## config.mk

```make
export PLATFORM = sky130hd
export DESIGN_NAME = seq_match_fsm
export DESIGN_NICKNAME = d
export VERILOG_FILES = /design/src/rtl/seq_match_fsm_sat_counter.sv /design/src/rtl/seq_match_fsm.sv
export SDC_FILE = /design/constraint.sdc
export NUM_CORES = 1
export LEC_CHECK = 0
export ABC_AREA = 1
export CELL_PAD_IN_SITES_DETAIL_PLACEMENT = 0
export CELL_PAD_IN_SITES_GLOBAL_PLACEMENT = 2
export CORE_UTILIZATION = 30
export CTS_CLUSTER_SIZE = 40
export DETAILED_ROUTE_END_ITERATION = 8
export PLACE_DENSITY = 0.88
export SYNTH_ARGS = -nofsm -noshare
export SYNTH_HDL_FRONTEND = slang
export SYNTH_SLANG_ARGS = --single-unit
```

## constraint.sdc

```tcl
create_clock -name clk -period 3.1 [get_ports clk]
set_clock_uncertainty 0.15 [all_clocks]
set_input_delay 0.465 -clock clk [delete_from_list [all_inputs] [get_ports clk]]
set_output_delay 0.465 -clock clk [all_outputs]
set_load 0.01 [all_outputs]
```

## src/rtl/seq_match_fsm_sat_counter.sv

```systemverilog
// Saturating up-counter with synchronous clear.
// Clear has priority over increment. At the all-ones value the counter stops
// and does not wrap.
module sat_counter #(
  parameter int CNT_W = 4
) (
  input  logic             clk,
  input  logic             clr_n,
  input  logic             clr,
  input  logic             inc,
  output logic [CNT_W-1:0] q
);

  localparam logic [CNT_W-1:0] CNT_MAX  = {CNT_W{1'b1}};
  localparam logic [CNT_W-1:0] CNT_ZERO = {CNT_W{1'b0}};
  localparam logic [CNT_W-1:0] CNT_ONE  = CNT_W'(1);

  // Count register: async reset, then clear > saturating increment > hold.
  always_ff @(posedge clk or negedge clr_n) begin
    if (!clr_n) begin
      q <= CNT_ZERO;
    end else if (clr) begin
      q <= CNT_ZERO;
    end else if (inc && (q != CNT_MAX)) begin
      q <= q + CNT_ONE;
    end else begin
      q <= q;
    end
  end

endmodule

```

## src/rtl/seq_match_fsm.sv

```systemverilog
// Streaming sequence detector.
// The last N valid symbols are compared against PATTERN. Symbol 0 is the
// oldest and sits in the MSBs. The newest symbol sits in the LSBs.
// The FSM state is the history shift register plus the fill count. No encoded
// state register exists. A match pulses hit one edge later and bumps a
// saturating counter.
module seq_match_fsm #(
  parameter int W       = 2,
  parameter int N       = 3,
  parameter     PATTERN = 6'b01_10_10,
  parameter int OVERLAP = 1,
  parameter int CNT_W   = 4
) (
  input  logic                   clk,
  input  logic                   clr_n,
  input  logic                   in_valid,
  input  logic [W-1:0]           in,
  input  logic                   cnt_clr,
  output logic                   hit,
  output logic [CNT_W-1:0]       cnt,
  output logic [$clog2(N+1)-1:0] fill
);

  localparam int FW = $clog2(N + 1);
  // History holds N-1 symbols. One dummy slot is kept when N=1 so the
  // vector never collapses to zero width.
  localparam int HN = (N > 1) ? (N - 1) : 1;

  localparam logic [W*N-1:0] PAT       = PATTERN;
  localparam logic [FW-1:0]  FILL_MAX  = FW'(N);
  localparam logic [FW-1:0]  FILL_THR  = FW'(N - 1);
  localparam logic [FW-1:0]  FILL_ZERO = FW'(0);
  localparam logic [FW-1:0]  FILL_ONE  = FW'(1);

  if ($bits(PATTERN) != W * N) begin : g_pattern_width_check
    $error("seq_match_fsm: PATTERN width %0d does not equal W*N = %0d",
           $bits(PATTERN), W * N);
  end

  logic [HN*W-1:0]     history_r;
  logic [(HN+1)*W-1:0] window_s;
  logic [W*N-1:0]      cand_s;
  logic                pat_eq_s;
  logic                match_s;

  // Extract symbol i from a packed vector. Index 0 is the oldest symbol (MSBs).
  function automatic logic [W-1:0] sym(input logic [W*N-1:0] p, input int i);
    return p[(N-1-i)*W +: W];
  endfunction

  assign window_s = {history_r, in};
  assign cand_s   = window_s[W*N-1:0];

  // Match decode: compare symbol-wise, gated by valid and enough history.
  always_comb begin
    pat_eq_s = 1'b1;
    for (int i = 0; i < N; i++) begin
      if (sym(cand_s, i) != sym(PAT, i)) begin
        pat_eq_s = 1'b0;
      end else begin
        pat_eq_s = pat_eq_s;
      end
    end
    match_s = in_valid && (fill >= FILL_THR) && pat_eq_s;
  end

  // History shift register: the newest symbol enters at the LSB end on each
  // valid symbol.
  always_ff @(posedge clk or negedge clr_n) begin
    if (!clr_n) begin
      history_r <= {(HN*W){1'b0}};
    end else if (in_valid) begin
      history_r <= window_s[HN*W-1:0];
    end else begin
      history_r <= history_r;
    end
  end

  // Fill count: saturate at N. In non-overlap mode, drop to 0 after a hit so
  // the stale history can never contribute to the next match.
  always_ff @(posedge clk or negedge clr_n) begin
    if (!clr_n) begin
      fill <= FILL_ZERO;
    end else if (in_valid) begin
      if (match_s && (OVERLAP == 0)) begin
        fill <= FILL_ZERO;
      end else if (fill == FILL_MAX) begin
        fill <= FILL_MAX;
      end else begin
        fill <= fill + FILL_ONE;
      end
    end else begin
      fill <= fill;
    end
  end

  // Registered hit pulse, one edge after the completing symbol.
  always_ff @(posedge clk or negedge clr_n) begin
    if (!clr_n) begin
      hit <= 1'b0;
    end else begin
      hit <= match_s;
    end
  end

  sat_counter #(
    .CNT_W (CNT_W)
  ) u_cnt (
    .clk   (clk),
    .clr_n (clr_n),
    .clr   (cnt_clr),
    .inc   (match_s),
    .q     (cnt)
  );

endmodule

```

== Word level (Yosys, flattened, before mapping) ==
Cells that the tools add are included.

* Bits in registers: 11
* Input port bits: 6
* Output and inout port bits: 7
* Logic and storage cells: 22

* Add/sub/neg operators: 2
* $lt $le $gt $ge: 1
* Equality and inequality tests: 5
* Muxes and demuxes: 6
* Reduce and logical (&&, ||, !) cells: 4

{| class="wikitable"
|+ Operators with widths
! cell !! count
|-
| 2-to-1 mux 4 bit || 2
|-
| adder 4 x 1 -> 4 bit, second input constant || 1
|-
| inequality test 2 bit, second input constant || 2
|-
| inequality test 4 bit, second input constant || 1
|-
| logical AND 1 bit || 3
|-
| 2-to-1 mux 1 bit || 3
|-
| adder 2 x 1 -> 2 bit, second input constant || 1
|-
| == test 2 bit, second input constant || 1
|-
| >= comparator 2 bit, second input constant || 1
|-
| 2-to-1 mux 2 bit || 1
|-
| inequality test 2 x 1 -> 1 bit, second input constant || 1
|-
| nonzero test 2 bit || 1
|}

== Logic depth before layout (Yosys ltp) ==
* Word-level depth: 8
* Mapped depth: 7
* Gate-level depth less buffers: 7

== Cells and area by module ==
Synthesis repeated with hierarchy kept, for this count alone.

* Cells, all modules: 64
* Area, all modules: 519.2 um2

{| class="wikitable"
|+ Modules (own cells, without submodules)
! module !! instances !! cells each !! area each (um2) !! sequential area each (um2)
|-
| seq_match_fsm || 1 || 35 || 296.5 || 175.2
|-
| sat_counter || 1 || 29 || 222.7 || 100.1
|}

== Least setup slack after synthesis ==
Ideal clock, no wire load.

* Kind: reg-to-reg
* Start: register u_cnt.q[0]
* End: register u_cnt.q[2]
* Setup time: 0.117 ns
* Arrival: 1.021 ns
* Required time: 2.833 ns
* Path slack: 1.812 ns
* Stages on the path, launching flop included: 7
* Path buffers: 0
* Clock period less this slack: 1.288 ns
* Cell sequence: dfrtp_1 ha_1 nand3_1 nand3_4 nand2_4 nand2_1 nand2_1

* Longest elaborated chain between the ends: 3
* Elaborated cells on any way between the ends: 6
* Those cells by class: add/sub: 1; eq/ne: 1; mux: 2; reduce/logical: 2

{| class="wikitable"
|+ Ends and longest elaborated chain
! element !! line !! text
|-
| start, declared || seq_match_fsm_sat_counter.sv:11 || <nowiki>output logic [CNT_W-1:0] q</nowiki>
|-
| start signal, assigned || seq_match_fsm_sat_counter.sv:25 || <nowiki>q <= q + CNT_ONE;</nowiki>
|-
| start signal, assigned || seq_match_fsm_sat_counter.sv:27 || <nowiki>q <= q;</nowiki>
|-
| adder 4 x 1 -> 4 bit or inequality test 4 bit (tied branches) || seq_match_fsm_sat_counter.sv:25, seq_match_fsm_sat_counter.sv:24 ||
|-
| 2-to-1 mux 4 bit or logical AND 1 bit (tied branches) || seq_match_fsm_sat_counter.sv:24 || <nowiki>end else if (inc && (q != CNT_MAX)) begin</nowiki>
|-
| 2-to-1 mux 4 bit or nonzero test 2 bit (tied branches) || -- ||
|}

Several ways; a longest one is shown, not always the timed one. The select of a mux whose other input is x is not followed.
A chain may end at the register's enable or synchronous reset.

== Worst setup path in the final report ==
* Start: register u_cnt.q[2]
* End: output port cnt[2]

{| class="wikitable"
|+ RTL lines
! element !! line !! text
|-
| end, declared || seq_match_fsm.sv:20 || <nowiki>output logic [CNT_W-1:0] cnt,</nowiki>
|}

No word-level cell between the ends.

==> run metrics <==
Final Critical Period 1.90 ns; Routed Antenna Nets 0; # nets final 87; clk_lat worst skew 0.27 ns; crit path buf inv count 1; CTS tree done; final worst setup slack 1.20 ns; drt initial violations 6; global-route wire length before repair 1.68 mm; H-tree Lvls 1; Post-Place Cell Area 718 sq um; largest net degree at the start of global routing 12; GPL Wtd Cong 0.673; status finished clean; Pleak 0.344 nW; pwr dens 436 nW/um^2; max-slew violation count 0; final setup TNS 0 ns; most frequent cells in the layout 18 x nand2_1, 12 x clkdlybuf4s50_1, 11 x dfrtp_1; switching portion of total power 27.7%; endpoints failing setup 0; initial antenna violation count 0; Synth Cell Area 578 sq um; post-route cell area 744 sq um; CP Data Required Time 2.48 ns; drt wl/cell 9.84 um; final WL 1.02 mm; setup slack at placement 1.21 ns; endpoint class of the critical path output port; Root Driver clkbuf_4; CTS max path bufs 2; kind of critical path reg -> out; delay-heaviest family, CP buffers and inverters; max frequency 0.526 GHz; Core Util, Final 42.2%; CTS sink count 11; Yosys Warn Count 0; startpoint types flop; # hold bufs at CTS 0; vias in the first global route 399; sequential-to-total area share from yosys stat 47.6%; DR vias/cell 4.24; share of layout cells above drive strength 1 13.9%; postcts setup bufs 0; via count 441; worst IR drop on VDD 0.217 mV; most common cell after layout, fill and taps aside nand2_1; HP Class reg -> reg; GRT overflow 0; Mapped Nets 71; clock power share 30.3%; Largest stage delay, worst path 0.57 ns; Post-Syn Instances 64; RSZ-0062 raised after global routing no; P_int 0.235 mW; Syn Area/Cell 9.03 sq um; GRT Total Usage 11.4%; DRC Markers 0; clock buffer count from CTS 3; Ports 13; dpl hpwl 774 um; worst-path cell chain clkdlybuf4s50_1; Worst-path clk slew 0.08 ns; Slowest-stage cell, CP clkdlybuf4s50_1; final-report hold violation count 0; Netlist cell types 19; Die W 45.9 um; Ant. Diodes 0; FF+latch count, synth 11; Logic pwr share 18.8%; MaxCap Viol Count 0; CORE AREA 1760 sq um; Die Y 45.9 um; FP Rows 15; Switch Pwr 0.0901 mW; worst hold margin 0.360 ns; die area 2110 sq um; CTS resizes 0; slew of the pin with the lowest slew margin 0.481 ns; IO Port Bufs 12; initial core utilization 32.8%; Tcrit/Tclk final 61.3%; Area Overhead vs Synth 28.8%; largest fanout on the critical path 6; Arr. time, crit path 1.28 ns; Pre-Repair DR Iteration Count 4; sequential power share 51.0%; Max transition margin 67.8%
-- power groups by stage --
stage | Combinational (mW) | Clock (mW) | Sequential [mW]
2_1_floorplan | 0.0339 | 0 | 0.169
3_3_place_gp | 0.0617 | 0 | 0.169
3_5_place_dp | 0.0617 | 0 | 0.169
4_1_cts | 0.0622 | 0.101 | 0.166
5_1_grt | 0.0682 | 0.109 | 0.167
6_report | 0.0609 | 0.0983 | 0.166
-- routing by layer --
layer | up-vias | GRT usage, % | wire, um
met5 | - | 0 | 0
met4 | 0 | 8.82 | 23
met3 | 4 | 2.38 | 26
met2 | 7 | 14.4 | 417
met1 | 196 | 16.5 | 556
li1 | 234 | - | -
-- flip-flops by register name, indices dropped and copies added, names as in the netlist --
| register | count |
|---|---|
| history_r | 4 |
| u_cnt.q | 4 |
| fill | 2 |
| hit | 1 |
-- path summary, 6_finish.rpt --
check                              from           end  slack (ns)  cells past startpoint
setup / recovery             u_cnt.q[2]        cnt[2]        1.20                      1
min in group asynchronous         clr_n  history_r[3]        0.37                      1
hold / removal             history_r[1]  history_r[1]        0.36                      2
max in group asynchronous         clr_n    u_cnt.q[1]        2.10                      1
hold reg to reg            history_r[1]  history_r[1]        0.36                      2
setup reg to reg             u_cnt.q[0]    u_cnt.q[1]        1.74                      6
-- cells by family after synthesis --
kind of cell	after synthesis	synth area share, %
flip-flops	11	47.6
AND/OR/NAND/NOR	36	33.6
buffers and inverters	9	9.52
XOR/XNOR	1	1.52
AO/OA/AOI/OAI	6	5.63
adder cells (fa/ha/maj)	1	2.16
-- cell type report --
cell class,count,area (sq um)
clock buffers,4,26.3
fillers,197,1020
inverters,8,43.8
multi-input cells,44,248
flip-flops and latches,11,275
well taps,25,31.3
repair buffers,12,120
-- through the flow --
step                instances  power [mW]
CTS                       104       0.329
floorplan                  64       0.203
finish                    104       0.325
global route              104       0.344
global placement          100       0.231
detailed placement        100       0.230
-- cell usage after synthesis --
| library cell | number | share of area, % |
|---|---|---|
| buf_6 | 1 | 1.9 |
| ha_1 | 1 | 2.2 |
| nand3_1 | 6 | 5.2 |
| nand4_1 | 1 | 1.1 |
| nor2_4 | 2 | 3.9 |
| o21ai_1 | 3 | 2.6 |
| o21bai_1 | 1 | 1.3 |
| xnor2_1 | 1 | 1.5 |
| nor2_1 | 4 | 2.6 |
| o21ai_0 | 2 | 1.7 |
| inv_2 | 1 | 0.65 |
| dfrtp_1 | 11 | 48 |
| nand2_1 | 18 | 12 |
| nor4_1 | 1 | 1.1 |
| bufinv_8 | 1 | 3.0 |
| nand3_4 | 1 | 3.0 |
| nand2_2 | 1 | 1.1 |
| nand2_4 | 2 | 3.9 |
| inv_1 | 6 | 3.9 |
Power figures use the tool's default switching activity.
